--- config.mk ---
export PLATFORM = sky130hd
export DESIGN_NAME = bus_term_fifo_flat
export DESIGN_NICKNAME = d
export VERILOG_FILES = /design/src/rtl/bus_term_fifo_if.sv /design/src/rtl/bus_term_fifo.sv /design/src/flat_wrapper.sv
export SDC_FILE = /design/constraint.sdc
export NUM_CORES = 1
export LEC_CHECK = 0
export CAP_MARGIN = 5
export CORE_UTILIZATION = 30
export CTS_BUF_LIST = sky130_fd_sc_hd__clkbuf_8 sky130_fd_sc_hd__clkbuf_16
export CTS_CLUSTER_SIZE = 10
export DETAILED_ROUTE_END_ITERATION = 7
export PLACE_DENSITY = 0.55
export SYNTH_ARGS = -nofsm -noshare
export SYNTH_HDL_FRONTEND = slang
export SYNTH_SLANG_ARGS = --single-unit
--- constraint.sdc ---
create_clock -name clk -period 4.4 [get_ports clk]
set_clock_uncertainty 0.2 [all_clocks]
set_input_delay 0.88 -clock clk [delete_from_list [all_inputs] [get_ports clk]]
set_output_delay 0.88 -clock clk [all_outputs]
set_load 0.1 [all_outputs]
--- src/rtl/bus_term_fifo_if.sv ---
// Handshake bundle between a terminal transmit queue, its writing agent and the consuming bus.
// The queue side uses the slave modport; the agent/bus side uses the master modport.
interface bus_term_fifo_if #(
    parameter int pkg_sz = 16,
    parameter int depth  = 8
);
    localparam int CW = $clog2(depth) + 1;

    logic              wr_push;
    logic [pkg_sz-1:0] wr_data;
    logic              full;
    logic              wr_drop;
    logic              pop;
    logic [pkg_sz-1:0] d_out;
    logic              pndng;
    logic [CW-1:0]     count;
    logic              rd_err;

    modport master (
        output wr_push, wr_data, pop,
        input  full, wr_drop, d_out, pndng, count, rd_err
    );

    modport slave (
        input  wr_push, wr_data, pop,
        output full, wr_drop, d_out, pndng, count, rd_err
    );
endinterface

--- src/rtl/bus_term_fifo.sv ---
// First-word-fall-through transmit queue for one bus terminal; rejects self-addressed packets.
// Optional saturating drop/pop statistics counters are enabled by defining BUS_TERM_FIFO_STATS_EN.
module bus_term_fifo #(
    parameter int         pkg_sz    = 16,
    parameter int         depth     = 8,
    parameter logic [7:0] drvr_id   = 8'h00,
    parameter logic [7:0] broadcast = 8'hFF
) (
    input  logic                clk,
    input  logic                rst,
    bus_term_fifo_if.slave      bus
`ifdef BUS_TERM_FIFO_STATS_EN
    ,
    output logic [15:0]         drop_cnt_o,
    output logic [15:0]         pop_cnt_o
`endif
);
    localparam int            AW      = $clog2(depth);
    localparam int            CW      = AW + 1;
    localparam logic [CW-1:0] DEPTH_C = CW'(depth);

    logic [pkg_sz-1:0] mem [depth];

    logic [AW-1:0] wrPtr_q, wrPtr_d;
    logic [AW-1:0] rdPtr_q, rdPtr_d;
    logic [CW-1:0] count_q, count_d;
    logic          wrDrop_q, wrDrop_d;
    logic          rdErr_q, rdErr_d;

    logic [7:0]    dst;
    logic          addrOk;
    logic          notEmpty;
    logic          isFull;
    logic          popAcc;
    logic          pushAcc;

    assign notEmpty = (count_q != '0);
    assign isFull   = (count_q == DEPTH_C);

    // Broadcast overrides the self-address check; a full queue still takes a push if the head leaves this cycle.
    always_comb begin
        dst      = bus.wr_data[pkg_sz-1 -: 8];
        addrOk   = (dst != drvr_id) || (dst == broadcast);
        popAcc   = bus.pop && notEmpty;
        pushAcc  = bus.wr_push && addrOk && (!isFull || popAcc);
        wrDrop_d = bus.wr_push && !pushAcc;
        rdErr_d  = bus.pop && !notEmpty;

        wrPtr_d = wrPtr_q;
        rdPtr_d = rdPtr_q;
        count_d = count_q;
        if (pushAcc) begin
            wrPtr_d = wrPtr_q + AW'(1);
        end
        if (popAcc) begin
            rdPtr_d = rdPtr_q + AW'(1);
        end
        case ({pushAcc, popAcc})
            2'b10:   count_d = count_q + CW'(1);
            2'b01:   count_d = count_q - CW'(1);
            default: count_d = count_q;
        endcase
    end

    always_ff @(posedge clk or posedge rst) begin
        if (rst) begin
            wrPtr_q  <= '0;
            rdPtr_q  <= '0;
            count_q  <= '0;
            wrDrop_q <= 1'b0;
            rdErr_q  <= 1'b0;
        end else begin
            wrPtr_q  <= wrPtr_d;
            rdPtr_q  <= rdPtr_d;
            count_q  <= count_d;
            wrDrop_q <= wrDrop_d;
            rdErr_q  <= rdErr_d;
        end
    end

    // Storage contents need no reset; occupancy alone decides what is visible.
    always_ff @(posedge clk) begin
        if (pushAcc) begin
            mem[wrPtr_q] <= bus.wr_data;
        end
    end

    always_comb begin
        bus.d_out   = notEmpty ? mem[rdPtr_q] : '0;
        bus.pndng   = notEmpty;
        bus.full    = isFull;
        bus.count   = count_q;
        bus.wr_drop = wrDrop_q;
        bus.rd_err  = rdErr_q;
    end

`ifdef BUS_TERM_FIFO_STATS_EN
    logic [15:0] dropCnt_q;
    logic [15:0] popCnt_q;

    // Counters saturate rather than wrap so a long run never reports a misleadingly small total.
    always_ff @(posedge clk or posedge rst) begin
        if (rst) begin
            dropCnt_q <= '0;
            popCnt_q  <= '0;
        end else begin
            if (wrDrop_d && (dropCnt_q != 16'hFFFF)) begin
                dropCnt_q <= dropCnt_q + 16'd1;
            end
            if (popAcc && (popCnt_q != 16'hFFFF)) begin
                popCnt_q <= popCnt_q + 16'd1;
            end
        end
    end

    assign drop_cnt_o = dropCnt_q;
    assign pop_cnt_o  = popCnt_q;
`endif
endmodule

--- src/flat_wrapper.sv ---
// flat-port wrapper written by rule: the top's interface ports become plain ports
module bus_term_fifo_flat 
#(
    parameter int         pkg_sz    = 16,
    parameter int         depth     = 8,
    parameter logic [7:0] drvr_id   = 8'h00,
    parameter logic [7:0] broadcast = 8'hFF
)
  (clk, rst, bus_wr_push, bus_wr_data, bus_pop, bus_full, bus_wr_drop, bus_d_out, bus_pndng, bus_count, bus_rd_err);
  bus_term_fifo_if #(.pkg_sz(pkg_sz), .depth(depth)) bus_i ();
  input  logic clk;
  input  logic rst;
  input wire logic [$bits(bus_i.wr_push)-1:0] bus_wr_push;
  input wire logic [$bits(bus_i.wr_data)-1:0] bus_wr_data;
  input wire logic [$bits(bus_i.pop)-1:0] bus_pop;
  output wire logic [$bits(bus_i.full)-1:0] bus_full;
  output wire logic [$bits(bus_i.wr_drop)-1:0] bus_wr_drop;
  output wire logic [$bits(bus_i.d_out)-1:0] bus_d_out;
  output wire logic [$bits(bus_i.pndng)-1:0] bus_pndng;
  output wire logic [$bits(bus_i.count)-1:0] bus_count;
  output wire logic [$bits(bus_i.rd_err)-1:0] bus_rd_err;
  assign bus_i.wr_push = bus_wr_push;
  assign bus_i.wr_data = bus_wr_data;
  assign bus_i.pop = bus_pop;
  assign bus_full = bus_i.full;
  assign bus_wr_drop = bus_i.wr_drop;
  assign bus_d_out = bus_i.d_out;
  assign bus_pndng = bus_i.pndng;
  assign bus_count = bus_i.count;
  assign bus_rd_err = bus_i.rd_err;
  bus_term_fifo #(.pkg_sz(pkg_sz), .depth(depth), .drvr_id(drvr_id), .broadcast(broadcast)) u_core (.clk(clk), .rst(rst), .bus(bus_i));
endmodule
==> results.md <==
* Outcome: completed
* Post-synthesis mux area share at 16.8%
* Initial core utilization at 30.7%
* Clk slew on worst S/H paths at 0.06 ns
* First-pass GRT wire length at 18.2 mm
* Synth Area in Compound Gates at 2.60%
* Hold_buf cts at 0
* Synthesized area per cell at 19.0 µm²
* DRC at 0
* Via count at 2,911
* Crit path arrival time at 3.73 ns
* Crit-path max cell delay at 0.64 ns
* Num Clock Sinks at 140
* Post-CTS Resized at 0
* Fraction of the yosys area taken by sequential cells at 71.9%
* MaxCap Viol Count at 0
* Measured slew at the worst slew-check pin at 0.975 ns
* Top_reg_cell synth: edfxtp_1
* R2r setup slk at 1.09 ns
* Fill cell count at 1,734
* Cell Rows at 50
* Aggregate global routing overflow at 0
* Largest net degree at the start of global routing at 23
* Die X-Extent at 141 µm
* # H-tree levels at 4
* Max Clk Rate at 275 MHz
* Via/cell ratio at 4.79
* Largest family of logic cells by synthesized area: multiplexers
* Tcrit/Tclk final at 82.5%
* XOR/XNOR share of the synthesized area at 0.760%
* Ant. Diodes at 0
* Gpl congestion at 0.735
* Initial antenna violation count at 0
* Cells after Synth at 304
* CP Launch Type: primary input
* Hold Vio Cnt, Final at 0
* Ys async rst share at 8.57%
* Max Slew Vio Count at 0
* DPL Wire Length at 6.86 mm
* Crit-path cells: clkdlybuf4s50_1 > or4_4 > o21ai_4 > nand2_1 > inv_1 > ha_1 > a21o_1 > a2111oi_0 > mux2i_1 > o311ai_1
* 1st-pass router iterations at 4
* Area grow syn2layout at 23.5%
* Final setup violation count at 0
* Req. time, crit path at 4.50 ns
* Drt first-iter violations at 224
* HP Class: reg -> reg
* Core area at 18,800 µm²
* Critical setup path kind: in -> reg
* Io pins at 44
* Nets at 386
* Post-route ant nets at 0
* Post-Synthesis Cell Area at 5760 µm²
* Crit-path slowest cell: or4_4
* Simple-Gate Fraction of Synth Area at 5.04%
* CTS root buffer: clkbuf_16
* Clock Latency Late Sink at 0.41 ns
* Post-CTS Setup Repair Bufs at 0
* CTS buffer count at 17
* Die Height at 141 µm
* CTS tree: yes
* WL final at 11.7 mm
* Final min period at 3.63 ns
* Overall Global Routing Usage at 12.9%
* Synth Net Count at 329
* Final setup TNS at 0 ns
* Worst-path fanout max at 9
* Synth cell types at 44
* Area share of fa/ha/maj cells after synthesis at 1.22%
* EDFF count, synth at 128
* Element type at the critical path end: flop
* Ys Warns at 0
* WL/cell at 19.3 µm
* Die ar. at 19,800 µm²
* Port bufs at 43
* Fraction of layout cells with a size suffix above 1 at 27.3%
* Slew HR at 34.8%
* RSZ-0062 raised after global routing: no
* Yosys reg bits at 140
* Maximum clock insertion buffer count at 2
* Number of global-route vias before repair at 3,165
## through the flow
| stage | std cells | instance area, µm² | utilization [%] | setup WS (ns) | hold slack [ns] |
|---|---|---|---|---|---|
| after floorplan | 304 | 5760 | - | 0.240 | 0.288 |
| after global placement | 576 | 6490 | 34.6 | 0.491 | 0.322 |
| after detailed placement | 576 | 6490 | 34.6 | 0.348 | 0.324 |
| after CTS | 608 | 7120 | 37.9 | 0.786 | 0.339 |
| after global routing | 608 | 7120 | 37.9 | 0.512 | 0.395 |
| final | 608 | 7120 | 37.9 | 0.769 | 0.345 |
## final cells by class
| cell class | instances | area, µm² | share of cell area [%] |
|---|---|---|---|
| flip-flops and latches | 140 | 4150 | 58.2 |
| clock inverters | 15 | 204 | 2.87 |
| inverters | 7 | 26.3 | 0.369 |
| multi-input cells | 141 | 1530 | 21.5 |
| repair buffers | 54 | 493 | 6.93 |
| clock buffers | 17 | 425 | 5.98 |
| well taps | 234 | 293 | 4.11 |
## final timing paths
path / from / to / cells past startpoint
max in group asynchronous: rst / u_core.rdPtr_q[0] / 2
worst max-delay path: bus_wr_data[13] / u_core.bus.count[3] / 10
worst max register to register: u_core.bus.count[0] / u_core.bus.count[3] / 11
min in group asynchronous: rst / u_core.bus.count[1] / 2
worst min register to register: u_core.wrPtr_q[0] / u_core.wrPtr_q[0] / 2
worst min-delay path: u_core.wrPtr_q[0] / u_core.wrPtr_q[0] / 2
## critical path, delay by kind of cell
kind            cells  cell delay, ns
compound gates      4            1.03
simple gates        2            0.78
buf+inv             2            0.66
fa+ha+maj           1            0.24
mux                 1            0.14
## cells by family (layout without fill, tap and decap cells)
group | Yosys count | after routing
AO/OA/AOI/OAI | 17 | 17
XOR/XNOR | 5 | 5
adder cells (fa/ha/maj) | 5 | 5
buffers and inverters | 23 | 93
flip-flops | 140 | 140
multiplexers | 56 | 56
AND/OR/NAND/NOR | 58 | 58
## registers in the layout, indices dropped and copies added (netlist names)
name and cells:
u_core.bus.count 4, u_core.bus.rd_err 1, u_core.bus.wr_drop 1, u_core.mem 128, u_core.rdPtr_q 3, u_core.wrPtr_q 3
## cells in the final DEF, fill, tap and decap left out, types with 2 or more instances in the layout
cell type and instances:
clkdlybuf4s50_1 25, buf_12 2, dfrtp_1 11, nand2_1 9, buf_4 27, clkbuf_16 17, nor3_2 2, clkinv_2 2
or4_4 2, nand2b_1 4, mux2i_1 22, edfxtp_1 128, mux4_2 32, a21oi_1 3, xnor2_1 4, or3_1 2
bufinv_16 5, ha_1 4, and3_1 2, nor3_1 4, nor2_1 27, inv_1 8, clkinv_1 3
## synthesized netlist by cell type (all sizes together) (2+ instances only)
cell	count	area, µm²
a21oi	3	15.0
and2	2	15.0
and3	2	12.5
buf	8	42.5
clkbuf	8	30.0
dfrtp	12	300
edfxtp	128	3840
ha	4	50.1
inv	7	26.3
mux2	2	26.3
mux2i	22	220
mux4	32	721
nand2	9	33.8
nand2b	4	25.0
nor2	28	121
nor3	6	30.0
o21ai	2	21.3
o221ai	2	23.8
or3	2	12.5
or4	2	22.5
xnor2	4	35.0
## routing by layer
| layer | GRT usage, % | wire (µm) | part of all wire (%) |
|---|---|---|---|
| met3 | 3.94 | 472 | 4.0 |
| met1 | 15.7 | 5210 | 44 |
| met4 | 3.95 | 148 | 1.3 |
| met2 | 21.8 | 5890 | 50 |
| met5 | 0 | 0 | 0 |
Power is not shown: default switching activity piles up to over one toggle a cycle in this logic, so the estimate is an artifact.
